==> config.mk <==
export PLATFORM = sky130hd
export DESIGN_NAME = button_debounce_re_flat
export DESIGN_NICKNAME = d
export VERILOG_FILES = /design/src/rtl/button_debounce_re_if.sv /design/src/rtl/button_debounce_re.sv /design/src/flat_wrapper.sv
export SDC_FILE = /design/constraint.sdc
export NUM_CORES = 1
export LEC_CHECK = 0
export ABC_AREA = 1
export ABC_CLOCK_PERIOD_IN_PS = 1900
export BUFFER_PORTS_ARGS = -buffer_cell sky130_fd_sc_hd__buf_4
export CAP_MARGIN = 5
export CORE_MARGIN = 2
export CORE_UTILIZATION = 55
export DETAILED_ROUTE_END_ITERATION = 12
export PLACE_DENSITY = 0.72
export SYNTH_ARGS = -nofsm -noshare
export SYNTH_HDL_FRONTEND = slang
export SYNTH_SLANG_ARGS = --single-unit
==> constraint.sdc <==
create_clock -name clk -period 1.9 [get_ports clk]
set_input_delay 0.095 -clock clk [delete_from_list [all_inputs] [get_ports clk]]
set_output_delay 0.095 -clock clk [all_outputs]
set_load 0.005 [all_outputs]
==> src/rtl/button_debounce_re_if.sv <==
// Button debouncer port bundle: raw button in, debounced level and press pulse out.
interface button_debounce_re_if;
  logic button_in;
  logic button_level;
  logic change_position_re;

  modport master (
    output button_in,
    input  button_level,
    input  change_position_re
  );

  modport slave (
    input  button_in,
    output button_level,
    output change_position_re
  );
endinterface

==> src/rtl/button_debounce_re.sv <==
// Push-button synchroniser, debouncer and press-edge pulse generator.
// Optional auto-repeat: define BUTTON_DEBOUNCE_AUTOREPEAT_EN.
module button_debounce_re #(
  parameter int SYNC_STAGES          = 2,
  parameter int DEBOUNCE_CYCLES      = 500000,
  parameter int REPEAT_DELAY_CYCLES  = 25000000,
  parameter int REPEAT_PERIOD_CYCLES = 12500000
) (
  input  logic                clk,
  input  logic                sync_reset,
  button_debounce_re_if.slave bus
);

  if (SYNC_STAGES < 2 || DEBOUNCE_CYCLES < 1 ||
      REPEAT_DELAY_CYCLES < 1 || REPEAT_PERIOD_CYCLES < 1) begin : g_bad_cfg
    $error("button_debounce_re: illegal parameter value");
  end

`ifdef BUTTON_DEBOUNCE_AUTOREPEAT_EN
  localparam int MAXR = (REPEAT_DELAY_CYCLES > REPEAT_PERIOD_CYCLES) ?
                        REPEAT_DELAY_CYCLES : REPEAT_PERIOD_CYCLES;
  localparam int MAXC = (MAXR > DEBOUNCE_CYCLES) ? MAXR : DEBOUNCE_CYCLES;
`else
  localparam int MAXC = DEBOUNCE_CYCLES;
`endif
  localparam int CW = $clog2(MAXC) + 1;
  localparam logic [CW-1:0] DEB_LAST = CW'(DEBOUNCE_CYCLES - 1);

  typedef enum logic [1:0] {
    RELEASED,
    PRESS_PENDING,
    PRESSED,
    RELEASE_PENDING
  } state_e;

  logic [SYNC_STAGES-1:0] sync_q;
  logic                   s;
  state_e                 state_q, state_d;
  logic [CW-1:0]          cnt_q, cnt_d, cnt_inc;
  logic                   fire_d;
  logic                   pulse_q, pulse_d;
  logic                   level_q, re_q;

  assign s       = sync_q[SYNC_STAGES-1];
  assign cnt_inc = (&cnt_q) ? cnt_q : cnt_q + 1'b1;

  always_ff @(posedge clk) begin
    if (sync_reset) begin
      sync_q <= '0;
    end else begin
      sync_q <= {sync_q[SYNC_STAGES-2:0], bus.button_in};
    end
  end

  always_comb begin
    state_d = state_q;
    cnt_d   = cnt_q;
    fire_d  = 1'b0;
    unique case (state_q)
      RELEASED: begin
        if (s) begin
          state_d = PRESS_PENDING;
          cnt_d   = '0;
        end
      end
      PRESS_PENDING: begin
        if (!s) begin
          state_d = RELEASED;
        end else if (cnt_q == DEB_LAST) begin
          state_d = PRESSED;
          fire_d  = 1'b1;
        end else begin
          cnt_d = cnt_inc;
        end
      end
      PRESSED: begin
        if (!s) begin
          state_d = RELEASE_PENDING;
          cnt_d   = '0;
        end
      end
      RELEASE_PENDING: begin
        if (s) begin
          state_d = PRESSED;
        end else if (cnt_q == DEB_LAST) begin
          state_d = RELEASED;
        end else begin
          cnt_d = cnt_inc;
        end
      end
      default: state_d = RELEASED;
    endcase
  end

`ifdef BUTTON_DEBOUNCE_AUTOREPEAT_EN
  // rcnt runs only while held in PRESSED; frozen across release bounces
  logic [CW-1:0] rcnt_q, rcnt_d, rcnt_inc, rtgt;
  logic          rph_q, rph_d, rep_fire;

  assign rcnt_inc = (&rcnt_q) ? rcnt_q : rcnt_q + 1'b1;
  assign rtgt     = rph_q ? CW'(REPEAT_PERIOD_CYCLES) :
                            CW'(REPEAT_DELAY_CYCLES);

  always_comb begin
    rcnt_d   = rcnt_q;
    rph_d    = rph_q;
    rep_fire = 1'b0;
    if (state_q == RELEASED || state_q == PRESS_PENDING) begin
      rcnt_d = '0;
      rph_d  = 1'b0;
    end else if (state_q == PRESSED && s) begin
      if (rcnt_inc == rtgt) begin
        rep_fire = 1'b1;
        rcnt_d   = '0;
        rph_d    = 1'b1;
      end else begin
        rcnt_d = rcnt_inc;
      end
    end
  end

  always_ff @(posedge clk) begin
    if (sync_reset) begin
      rcnt_q <= '0;
      rph_q  <= 1'b0;
    end else begin
      rcnt_q <= rcnt_d;
      rph_q  <= rph_d;
    end
  end

  assign pulse_d = fire_d | rep_fire;
`else
  assign pulse_d = fire_d;
`endif

  always_ff @(posedge clk) begin
    if (sync_reset) begin
      state_q <= RELEASED;
      cnt_q   <= '0;
      pulse_q <= 1'b0;
      level_q <= 1'b0;
      re_q    <= 1'b0;
    end else begin
      state_q <= state_d;
      cnt_q   <= cnt_d;
      pulse_q <= pulse_d;
      level_q <= (state_q == PRESSED) ||
                 (state_q == RELEASE_PENDING);
      re_q    <= pulse_q;
    end
  end

  assign bus.button_level       = level_q;
  assign bus.change_position_re = re_q;

endmodule

==> src/flat_wrapper.sv <==
// flat-port wrapper written by rule: the top's interface ports become plain ports
module button_debounce_re_flat 
#(
  parameter int SYNC_STAGES          = 2,
  parameter int DEBOUNCE_CYCLES      = 500000,
  parameter int REPEAT_DELAY_CYCLES  = 25000000,
  parameter int REPEAT_PERIOD_CYCLES = 12500000
)
  (clk, sync_reset, bus_button_in, bus_button_level, bus_change_position_re);
  button_debounce_re_if bus_i ();
  input  logic clk;
  input  logic sync_reset;
  input wire logic [$bits(bus_i.button_in)-1:0] bus_button_in;
  output wire logic [$bits(bus_i.button_level)-1:0] bus_button_level;
  output wire logic [$bits(bus_i.change_position_re)-1:0] bus_change_position_re;
  assign bus_i.button_in = bus_button_in;
  assign bus_button_level = bus_i.button_level;
  assign bus_change_position_re = bus_i.change_position_re;
  button_debounce_re #(.SYNC_STAGES(SYNC_STAGES), .DEBOUNCE_CYCLES(DEBOUNCE_CYCLES), .REPEAT_DELAY_CYCLES(REPEAT_DELAY_CYCLES), .REPEAT_PERIOD_CYCLES(REPEAT_PERIOD_CYCLES)) u_core (.clk(clk), .sync_reset(sync_reset), .bus(bus_i));
endmodule
==> metrics <==
Avg Cell Area, Syn 6.232 µm²; synthesized area 1652 µm²; area share of fa/ha/maj cells after synthesis 0.007576; power share of the combinational group 0.065; GP Congestion 0.9434; Least-Margin Pin Slew 468.5 ps; Req. time, crit path 2170 ps; filler instances 288; largest family of logic cells by synthesized area simple AND/OR/NAND/NOR gates; Pins Over Slew Limit 0; CP max stage delay 360 ps; initial DRC count 75; antenna violations before repair 0; final WL 3741 µm; Worst slew margin 0.6873; max-cap violations 0; antenna viol nets, final 0; P per Cell Area 491.2 nW/µm²; post-synthesis sequential area ratio 0.3273; VDD IR max 0.3293 mV; failing checks design-rule violations; total power 0.8843 mW; root buffer cell clkbuf_4; share of layout cells above drive strength 1 0.1168; Synth Area in Compound Gates 0.07576; setup violators final 0; Via density 5.230; Residual DRC 1; starting density of the core 0.5888; Post-Syn Nets 269; H-tree levels 1; simple-gate portion of the synthesized area 0.4758; number of global-route vias before repair 1473; die height 58.80 µm; switch share 0.2412; Min-Delay Path Class input pin to flop; Die Width 58.80 µm; Setup crit end kind flop; Nets 279; total CTS buffers 3; maximum clock insertion buffer count 2; CP top delay family simple AND/OR/NAND/NOR gates; Sequential Power Share 0.654; xor and xnor area share after synthesis 0.02652; Inserted Diodes 0; Hold WS 54.17 ps; Peak Freq 567.0 MHz; #FFs+latches synth 27; routed vias 1595; most frequent cells in the layout nand2_1, nor2_1, nand3_1; register area 544.3 µm²; outcome finished, violations left; CTS tree done; most common cell after layout, fill and taps aside nand2_1; crit path buf inv count 1; P_leak 0.7149 nW; IO Count 5; sw power 0.2133 mW; Clk Latency, worst-skew pair 330 ps; crit-path cells ha_2, nand2_2, nor2_4, nand2_4, nor2_8, nand3_2, nand2_2, nand2_4, buf_8, nand3_1, nand2_1, nor2_1; Tcrit/Tclk final 0.9282; multiplexer share of the synthesized area 0; Startpoint Class flop; Yosys cell types 30; CP arrival 2030 ps; PortBufs 4; Syn Inst Count 265; clk slew on worst S/H paths 150 ps; largest net degree at the start of global routing 21; Multi-input gate area 980.9 µm²; clock skew 11.53 ps; drt pass-1 iters 8; Global Route Usage Sum 0.2375; grt total ovfl 0; critical path's slowest cell dfxtp_2; Hold Fails Final Rpt 0; Crit Path Class flop to flop; clock sink count 27; WL/cell 12.27 µm; Core Box Area 2805 µm²; Synth warnings 0; CP Max Fanout 13; die area 3457 µm²; fin crit period 1764 ps; global-route wire length before repair 6458 µm; Power Internal 0.6710 mW; Post-DP HPWL 2783 µm; FP Rows 19; Clk pwr share 0.281; Layout area overhead 9.015%
[state kept, by name (all words and copies together), names as in the netlist, named ones only]
signal	flops
u_core.bus.change_position_re	1
u_core.cnt_q	20
u_core.state_q	1
u_core.pulse_q	1
u_core.bus.button_level	1
u_core.sync_q	2
[power groups by stage]
stage          Sequential, mW  Combinational, mW  Clock [mW]
2_1_floorplan           0.590             0.0389           0
3_3_place_gp            0.591             0.0528           0
3_5_place_dp            0.591             0.0542           0
4_1_cts                 0.579             0.0560       0.253
5_1_grt                 0.580             0.0642       0.285
6_report                0.579             0.0572       0.248
[worst register-to-register path: stages (launching register included)]
cell and delay, ps:
dfxtp_2 360, ha_2 190, nand2_2 80, nor2_4 190
nand2_4 90, nor2_8 110, nand3_2 100, nand2_2 100
nand2_4 100, buf_8 160, nand3_1 80, nand2_1 60
nor2_1 90
[repair_timing]
| item | CTS | global route |
|---|---|---|
| hold buffers | 1 | 0 |
| endpoints found under the hold margin | 1 | 0 |
| buffers inserted | 0 | 1 |
| gates resized for setup | 0 | 8 |
| setup endpoints to repair | 0 | 10 |
[final timing paths]
path                         from  cells past startpoint                             to  slack, ps
hold / removal         sync_reset                      2                u_core.cnt_q[2]         50
setup / recovery  u_core.cnt_q[0]                     12               u_core.cnt_q[19]        140
setup reg to reg  u_core.cnt_q[0]                     12               u_core.cnt_q[19]        140
hold reg to reg    u_core.pulse_q                      2  u_core.bus.change_position_re        410
[kinds of logic (layout without fill, tap and decap cells)]
kind of cell,after synthesis,count (layout)
AND/OR/NAND/NOR,174,174
buffers and inverters,36,45
flip-flops,27,27
AO/OA/AOI/OAI,22,22
XOR/XNOR,5,5
adder cells (fa/ha/maj),1,1
[through the flow]
stage / std cells / setup TNS [ps] / setup slack, ps / utilization / instance area (µm²)
6_report: 305 / 0 / 136.5 / 0.6418 / 1800
5_1_grt: 305 / -9.534 / -9.534 / 0.6418 / 1800
4_1_cts: 304 / 0 / 83.20 / 0.6302 / 1768
3_5_place_dp: 299 / 0 / 128.2 / 0.6169 / 1730
3_3_place_gp: 299 / 0 / 190.9 / 0.6169 / 1730
2_1_floorplan: 265 / 0 / 177.2 / - / 1652
[Yosys cell counts]
master    instances  area, µm²
o21ai_1           2      10.01
buf_2             1      5.000
inv_1            27      101.4
nor2_8            1      20.02
dfxtp_1          27      540.5
nand3_2           1      10.01
a21oi_1          10      50.05
o21ai_0           5      25.02
xnor2_1           1      8.760
o21bai_1          2      15.01
a21oi_2           2      17.52
nand2_2           1      6.260
inv_2             1      3.750
nand3_1          32      160.2
clkinv_1          1      3.750
nor2_4            2      22.52
nand3b_1          2      15.01
nor3_1            3      15.01
buf_6             1      11.26
nand2_1          73      274.0
clkbuf_1          4      15.01
nand2_4           3      33.78
nor2_1           49      183.9
nor3b_1           1      7.510
buf_1             1      3.750
ha_1              1      12.51
or2_2             1      6.260
xor2_1            4      35.03
nand4_1           5      31.28
o21a_1            1      7.510
[per-layer routing]
layer | up-vias | GRT usage | part of all wire
met1 | 697 | 0.3315 | 0.50
li1 | 854 | - | -
met2 | 36 | 0.3778 | 0.44
met5 | - | 0 | 0
met4 | 0 | 0.08442 | 0.020
met3 | 8 | 0.02637 | 0.041
[area by class of cell]
class	count	area share
clock inverters	1	0.002780
repair buffers	12	0.05559
flip-flops and latches	27	0.3023
clock buffers	3	0.01251
well taps	31	0.02154
multi-input cells	202	0.5448
inverters	29	0.06046
Power figures use the tool's default switching activity.
